[config.mk]
export PLATFORM = sky130hd
export DESIGN_NAME = button_debounce
export DESIGN_NICKNAME = d
export VERILOG_FILES = /design/src/rtl/calc_pkg.sv /design/src/rtl/button_debounce.sv
export SDC_FILE = /design/constraint.sdc
export NUM_CORES = 1
export LEC_CHECK = 0
export CAP_MARGIN = 5
export CORE_MARGIN = 2
export CORE_UTILIZATION = 37
export CTS_CLUSTER_DIAMETER = 50
export DETAILED_ROUTE_END_ITERATION = 16
export DONT_BUFFER_PORTS = 1
export GPL_TIMING_DRIVEN = 0
export HOLD_SLACK_MARGIN = 0.1
export PLACE_DENSITY = 0.52
export SKIP_LAST_GASP = 1
export SLEW_MARGIN = 20
export SYNTH_ARGS = -nofsm -noshare
export SYNTH_HDL_FRONTEND = slang
export SYNTH_SLANG_ARGS = --single-unit
[constraint.sdc]
create_clock -name clk_i -period 3.4 [get_ports clk_i]
set_clock_uncertainty 0.2 [all_clocks]
set_input_delay 0.68 -clock clk_i [delete_from_list [all_inputs] [get_ports clk_i]]
set_output_delay 0.68 -clock clk_i [all_outputs]
set_load 0.005 [all_outputs]
[src/rtl/calc_pkg.sv]
// Shared calculator types: one bit per front-panel key, 1 = pressed.
package calc_pkg;

    typedef struct packed {
        logic num_0;
        logic num_1;
        logic num_2;
        logic num_3;
        logic num_4;
        logic num_5;
        logic num_6;
        logic num_7;
        logic num_8;
        logic num_9;
        logic dot;
        logic op_add;
        logic op_sub;
        logic op_mul;
        logic op_div;
        logic op_eq;
        logic clear;
        logic mem_add;
        logic mem_sub;
        logic mem_recall;
    } buttons_t;

endpackage

[src/rtl/button_debounce.sv]
// Purpose: synchronize and debounce raw push-button pins into clean per-key levels.
// Latency: SYNC_STAGES + STABLE_TICKS cycles at TICK_DIV=1; up to SYNC_STAGES + STABLE_TICKS*TICK_DIV otherwise.
// Backpressure: none; level outputs are always valid and the raw inputs are sampled every cycle.
module button_debounce #(
    parameter int SYNC_STAGES  = 2,
    parameter int TICK_DIV     = 50000,
    parameter int STABLE_TICKS = 8,
    parameter bit ACTIVE_LOW   = 1'b0
) (
    input  logic                                 clk_i,
    input  logic                                 rst_i,
    input  logic [$bits(calc_pkg::buttons_t)-1:0] buttons_raw_i,
    output calc_pkg::buttons_t                   buttons_o,
    output logic                                 any_pressed_o
);

    localparam int N  = $bits(calc_pkg::buttons_t);
    localparam int CW = (STABLE_TICKS > 1) ? $clog2(STABLE_TICKS) : 1;
    localparam int PW = (TICK_DIV > 1) ? $clog2(TICK_DIV) : 1;
    localparam logic [CW-1:0] CNT_LAST  = CW'(STABLE_TICKS - 1);
    localparam logic [PW-1:0] PCNT_LAST = PW'(TICK_DIV - 1);

    generate
        if (SYNC_STAGES < 2) begin : g_bad_sync
            $error("button_debounce: SYNC_STAGES must be >= 2");
        end
        if (TICK_DIV < 1) begin : g_bad_div
            $error("button_debounce: TICK_DIV must be >= 1");
        end
        if (STABLE_TICKS < 1) begin : g_bad_ticks
            $error("button_debounce: STABLE_TICKS must be >= 1");
        end
    endgenerate

    logic [N-1:0]  sync_q [SYNC_STAGES];
    logic [N-1:0]  sync_d [SYNC_STAGES];
    logic [PW-1:0] pcnt_q;
    logic [PW-1:0] pcnt_d;
    logic          tick;
    logic [CW-1:0] cnt_q [N];
    logic [CW-1:0] cnt_d [N];
    logic [N-1:0]  stable_q;
    logic [N-1:0]  stable_d;
    logic [N-1:0]  sync_last;

    // Polarity is normalised before the first flop so every later stage sees 1 = pressed.
    always_comb begin
        sync_d[0] = buttons_raw_i ^ {N{ACTIVE_LOW}};
        for (int i = 1; i < SYNC_STAGES; i++) begin
            sync_d[i] = sync_q[i-1];
        end
    end

    assign sync_last = sync_q[SYNC_STAGES-1];

    always_comb begin
        tick   = (pcnt_q == PCNT_LAST);
        pcnt_d = tick ? '0 : pcnt_q + PW'(1);
    end

    // Any agreeing cycle clears the count, so a bounce restarts the whole qualification window.
    always_comb begin
        stable_d = stable_q;
        for (int b = 0; b < N; b++) begin
            cnt_d[b] = cnt_q[b];
            if (sync_last[b] == stable_q[b]) begin
                cnt_d[b] = '0;
            end else if (tick) begin
                if (cnt_q[b] == CNT_LAST) begin
                    stable_d[b] = sync_last[b];
                    cnt_d[b]    = '0;
                end else begin
                    cnt_d[b] = cnt_q[b] + CW'(1);
                end
            end
        end
    end

    always_ff @(posedge clk_i) begin
        if (rst_i) begin
            for (int i = 0; i < SYNC_STAGES; i++) begin
                sync_q[i] <= '0;
            end
            for (int b = 0; b < N; b++) begin
                cnt_q[b] <= '0;
            end
            pcnt_q   <= '0;
            stable_q <= '0;
        end else begin
            for (int i = 0; i < SYNC_STAGES; i++) begin
                sync_q[i] <= sync_d[i];
            end
            for (int b = 0; b < N; b++) begin
                cnt_q[b] <= cnt_d[b];
            end
            pcnt_q   <= pcnt_d;
            stable_q <= stable_d;
        end
    end

    assign buttons_o     = calc_pkg::buttons_t'(stable_q);
    assign any_pressed_o = |stable_q;

endmodule
### Word-level counts from Yosys, hierarchy flattened

Memory sizes are Yosys's and may differ from the RTL's.
Index checks and enable logic that the tools add are counted.

| storage, ports and cells | value |
|---|---|
| bits in registers | 36 |
| bits in writable memories | 100 |
| input port bits | 22 |
| output and inout port bits | 21 |
| word-level logic and storage cells | 234 |
| memories kept | 2 |

Memory list:

| memory | depth | width | read ports | clocked after memory_dff | write ports | RTL line | source |
|---|---|---|---|---|---|---|---|
| cnt_q | 20 | 3 | 20 | 0 | 20 | button_debounce.sv:40 | `logic [CW-1:0] cnt_q [N];` |
| sync_q | 2 | 20 | 2 | 0 | 2 | button_debounce.sv:35 | `logic [N-1:0] sync_q [SYNC_STAGES];` |

| operators by class | value |
|---|---|
| add/subtract/negate cells | 21 |
| eq/ne operators | 41 |
| multiplexer cells | 85 |
| bitwise gates (word level) | 42 |
| reductions and logical operators | 22 |

Operator list:

| kind | number |
|---|---|
| $mux 3 | 80 |
| $add 3x1->3 const B | 20 |
| $eq 3x3->1 const B | 20 |
| $reduce_and 3->1 | 20 |
| $mux 20 | 2 |
| $or 1x1->1 | 22 |
| $eq 1x1->1 | 20 |
| $not 1->1 | 20 |
| $reduce_or 20->1 | 1 |
| $add 16x1->16 const B | 1 |
| $eq 16x16->1 const B | 1 |
| $mux 1 | 3 |
| $reduce_or 2->1 | 1 |

### Logic depth before layout (Yosys ltp)

| depth | value |
|---|---|
| word-level depth | 5 |
| mapped depth | 8 |
| mapped depth without buffers | 5 |

### Least setup slack after synthesis

Ideal clock, no wire load.

| path | value |
|---|---|
| path type | register to register |
| start | register pcnt_q[0] |
| end | memory cnt_q[0][0] (netlist bit) |
| library setup time | 70 ps |
| arrival time | 1,609 ps |
| data required time | 3,130 ps |
| slack | 1,521 ps |
| stages on the path, launching flop included | 9 |
| path buffers | 3 |
| period minus slack after synthesis | 1,879 ps |
| cell sequence | dfxtp_1 > ha_1 > and3_1 > buf_2 > nand4_2 > buf_2 > clkbuf_1 > nand2_1 > a21oi_1 |

RTL lines:

| what | RTL line | source |
|---|---|---|
| start, declared | button_debounce.sv:37 | `logic [PW-1:0] pcnt_q;` |
| start signal, assigned | button_debounce.sv:96 | `pcnt_q <= pcnt_d;` |
| end, declared | button_debounce.sv:40 |  |

### Worst setup path after layout

| path | value |
|---|---|
| start | register stable_q[12] (netlist: buttons_o[12]) |
| end | output any_pressed_o |

| between the ends | value |
|---|---|
| word-level cells in the longest chain between the ends | 1 |

RTL lines:

| what | RTL line | source |
|---|---|---|
| start, declared | button_debounce.sv:42 | `logic [N-1:0] stable_q;` |
| start signal, assigned | button_debounce.sv:97 | `stable_q <= stable_d;` |
| $reduce_or 20->1 | button_debounce.sv:102 | `assign any_pressed_o = \|stable_q;` |
| end, declared | button_debounce.sv:14 | `output logic any_pressed_o` |

No other way between the ends.

==> impl_results.md <==
- GR Util All Layers: 17.26%
- Antenna viol nets, final: 0
- Via/cell ratio: 5.205
- Comb power frac: 1.7%
- Placement Setup Slack: 0.9574 ns
- Switching Fraction: 19.81%
- Gpl congestion: 0.8150
- Maximum clock rate: 404.0 MHz
- Hold Startpoint: buttons_raw_i[12]
- CTS tree: yes
- Critical path endpoint category: output pin
- Syn nets: 689
- Final hold vios: 0
- Crit path required time: 2.52 ns
- RR Startpoint: pcnt_q[0]$_SDFF_PP0_
- Placed wire-length estimate: 9.447 mm
- Area grow syn2layout: 14.75%
- Post-Route WL: 13.21 mm
- Post-CTS setup buffers: 0
- GRT overflow: 0
- Final setup fails: 0
- Number of global-route vias before repair: 4216
- Initial antenna violation count: 0
- Peak supply drop: 292.3 uV
- Register-to-register setup slack: 0.97 ns
- Tot Pwr: 3.551 mW
- Hold Crit Class: in2reg
- Antenna fix cells: 0
- Startpoint class of the critical path: flip-flop
- PortBufs: 0
- Max Cap Viol: 0
- Post-synthesis sequential area ratio: 48.21%
- XOR/XNOR Fraction of Synth Area: 5.272%
- Clock network power share: 52.3%
- Worst slew pin tran: 0.5670 ns
- Flops & latches, synth: 136
- Synth Area in Compound Gates: 8.861%
- Yosys cell types: 24
- Synth Area in Adders: 9.083%
- Nets: 708
- Die Wd: 127.6 um
- Htree depth: 4
- Post-synth top area cell: dfxtp_1
- Rel. slew slack: 62.20%
- Largest cells by area after synthesis: dfxtp_1 48%, ha_1 9.1%, a21oi_1 7.1%
- Longest Clk Path Bufs: 2
- P per Cell Area: 547.9 nW/um^2
- Multiplexer area fraction after synthesis: 0%
- Worst setup path category: reg2out
- Simple-gate share of the synthesized area: 25.90%
- Final worst path period share: 72.80%
- R2r worst-path depth: 8
- Largest family of logic cells by synthesized area: simple AND/OR/NAND/NOR gates
- Drc violations: 0
- Clock root buffer: clkbuf_16
- Reg power frac: 46.0%
- CP cell instances: nor4_1 > and3_1 > nand3_1
- Hold-fix buffers, CTS: 0
- Cell with the most instances after synthesis: dfxtp_1
- Mapped Cells: 626
- Syn avg cell area: 9.022 sq um
- Max FO, Critical Path: 4
- Post-CTS resize count: 0
- DR vias: 4398
- CORE AREA: 15030 sq um
- TritonCTS Buffers: 17
- Initial core utilization: 37.57%
- Sw Pwr: 703.5 uW
- Setup TNS Final: 0 ns
- Routed length per instance: 15.64 um
- Syn. warnings: 0
- Largest net degree at the start of global routing: 17
- Cell Rows: 45
- EDFF count, synth: 0
- Post-synth ARST share: 0%
- Synth Flop Type: dfxtp_1
- Status: finished clean
- Starting DRT DRC Count: 264
- Slowest stage cell, crit path: dfxtp_1
- RSZ-0062 raised after global routing: no
- Sink Count: 136
- Num ports: 43
- First-pass GRT wire length: 21.79 mm
- Fin crit period: 2.475 ns
- Leak: 2.441 nW
- Worst EP arrival: 1.60 ns
- Buffers & Inverters on Critical Path: 0
- Max stage delay on crit path: 0.38 ns
- Final slew viol count: 0
- Clock slew at reported path FFs: 0.05 ns
- Share of cells above drive strength 1: 5.632%
- Most frequent cells after synthesis: 136 x dfxtp_1, 91 x nand2_1, 80 x a21oi_1
- Proportion of netlist area held by the largest area contributor: 48.21%
- Post-synthesis cell area: 5648 sq um
- WHS Path Cells: 1
- FILL cells: 1461
- First-pass iteration count of the detailed router: 5
- Reg-to-Reg End: cnt_q[1][0]$_SDFFE_PP0N_
- Final WS setup: 0.9249 ns
- Die area: 16270 sq um
- Die height: 127.6 um
- Worst-skew pair later-pin latency: 0.42 ns
- Pint: 2.847 mW
- CP top delay family: simple AND/OR/NAND/NOR gates
- Worst hold path endpoint: sync_q[0][12]$_SDFF_PP0_
## through the flow
| stage | hold slack (ns) | util (%) | std cells | cell area [sq um] |
|---|---|---|---|---|
| global placement | 0.2193 | 39.13 | 814 | 5883 |
| global route | 0.1734 | 43.11 | 845 | 6481 |
| finish | 0.1915 | 43.11 | 845 | 6481 |
| CTS | 0.1752 | 43.11 | 845 | 6481 |
| detailed placement | 0.2220 | 39.13 | 814 | 5883 |
| floorplan | 0.2138 | - | 626 | 5648 |
## registers in the layout, indices dropped and copies added, names as in the netlist
signal	cells
cnt_q	60
sync_q	40
buttons_o	20
pcnt_q	16
## worst reg2reg max path: cells and delay by family (launching register included)
family          cells  cell delay [ns]
compound gates      1             0.14
fa+ha+maj           1             0.24
simple gates        3             0.54
buf+inv             3             0.90
flops               1             0.33
## worst max-delay path by stage
stage                               startpoint  slack (ns)                        to  cells past startpoint
floorplan                 pcnt_q[0]$_SDFF_PP0_        1.52  cnt_q[0][0]$_SDFFE_PP0N_                      8
global placement                         rst_i        0.98      pcnt_q[2]$_SDFF_PP0_                      4
detailed placement        pcnt_q[0]$_SDFF_PP0_        0.96  cnt_q[1][1]$_SDFFE_PP0N_                      8
CTS                 buttons_o[12]$_SDFFE_PP0P_        0.84             any_pressed_o                      3
global route              pcnt_q[0]$_SDFF_PP0_        0.76  cnt_q[1][9]$_SDFFE_PP0N_                      8
finish              buttons_o[12]$_SDFFE_PP0P_        0.92             any_pressed_o                      3
## routing by layer
metal  wire (um)  GRT usage, %  vias up
li1            -             -     2198
met1        6199         22.34     2097
met2        6247         28.00       89
met3         612         4.523       14
met4         155         5.947        0
met5           0             0        -
## cells in the final DEF, fill, tap and decap left out, types with 4 or more instances in the layout
cell	instances
buf_2	7
inv_1	4
nand2b_1	21
nand4_1	23
xnor2_1	12
nand3b_1	11
nor4_1	11
nand2_1	91
clkbuf_1	30
or3_1	20
dfxtp_1	136
nand3_1	28
clkbuf_16	17
nor2b_1	41
and3_1	4
nor3_1	4
nor2_1	18
xor2_1	22
ha_1	41
o21ai_0	20
a21oi_1	80
## power groups by stage
stage               clock network (mW)  registers, mW  logic, mW
floorplan                            0           1.66     0.0461
global placement                     0           1.67     0.0594
detailed placement                   0           1.67     0.0600
CTS                               1.89           1.63     0.0602
global route                      1.96           1.64     0.0685
finish                            1.86           1.63     0.0592
## logic make-up after synthesis
group	Yosys count
xor+xnor	34
fa+ha+maj	41
buf+inv	38
simple gates	277
flops	136
compound gates	100
## cell type report
cell class	instances	area [sq um]	area share, %
Multi-Input combinational cell	452	2774	42.80
Sequential cell	136	2723	42.01
Clock buffer	23	478.0	7.375
Tap cell	188	235.2	3.629
Buffer	34	136.4	2.104
Clock inverter	8	120.1	1.853
Inverter	4	15.01	0.2317
(Power assumes the default switching activity.)
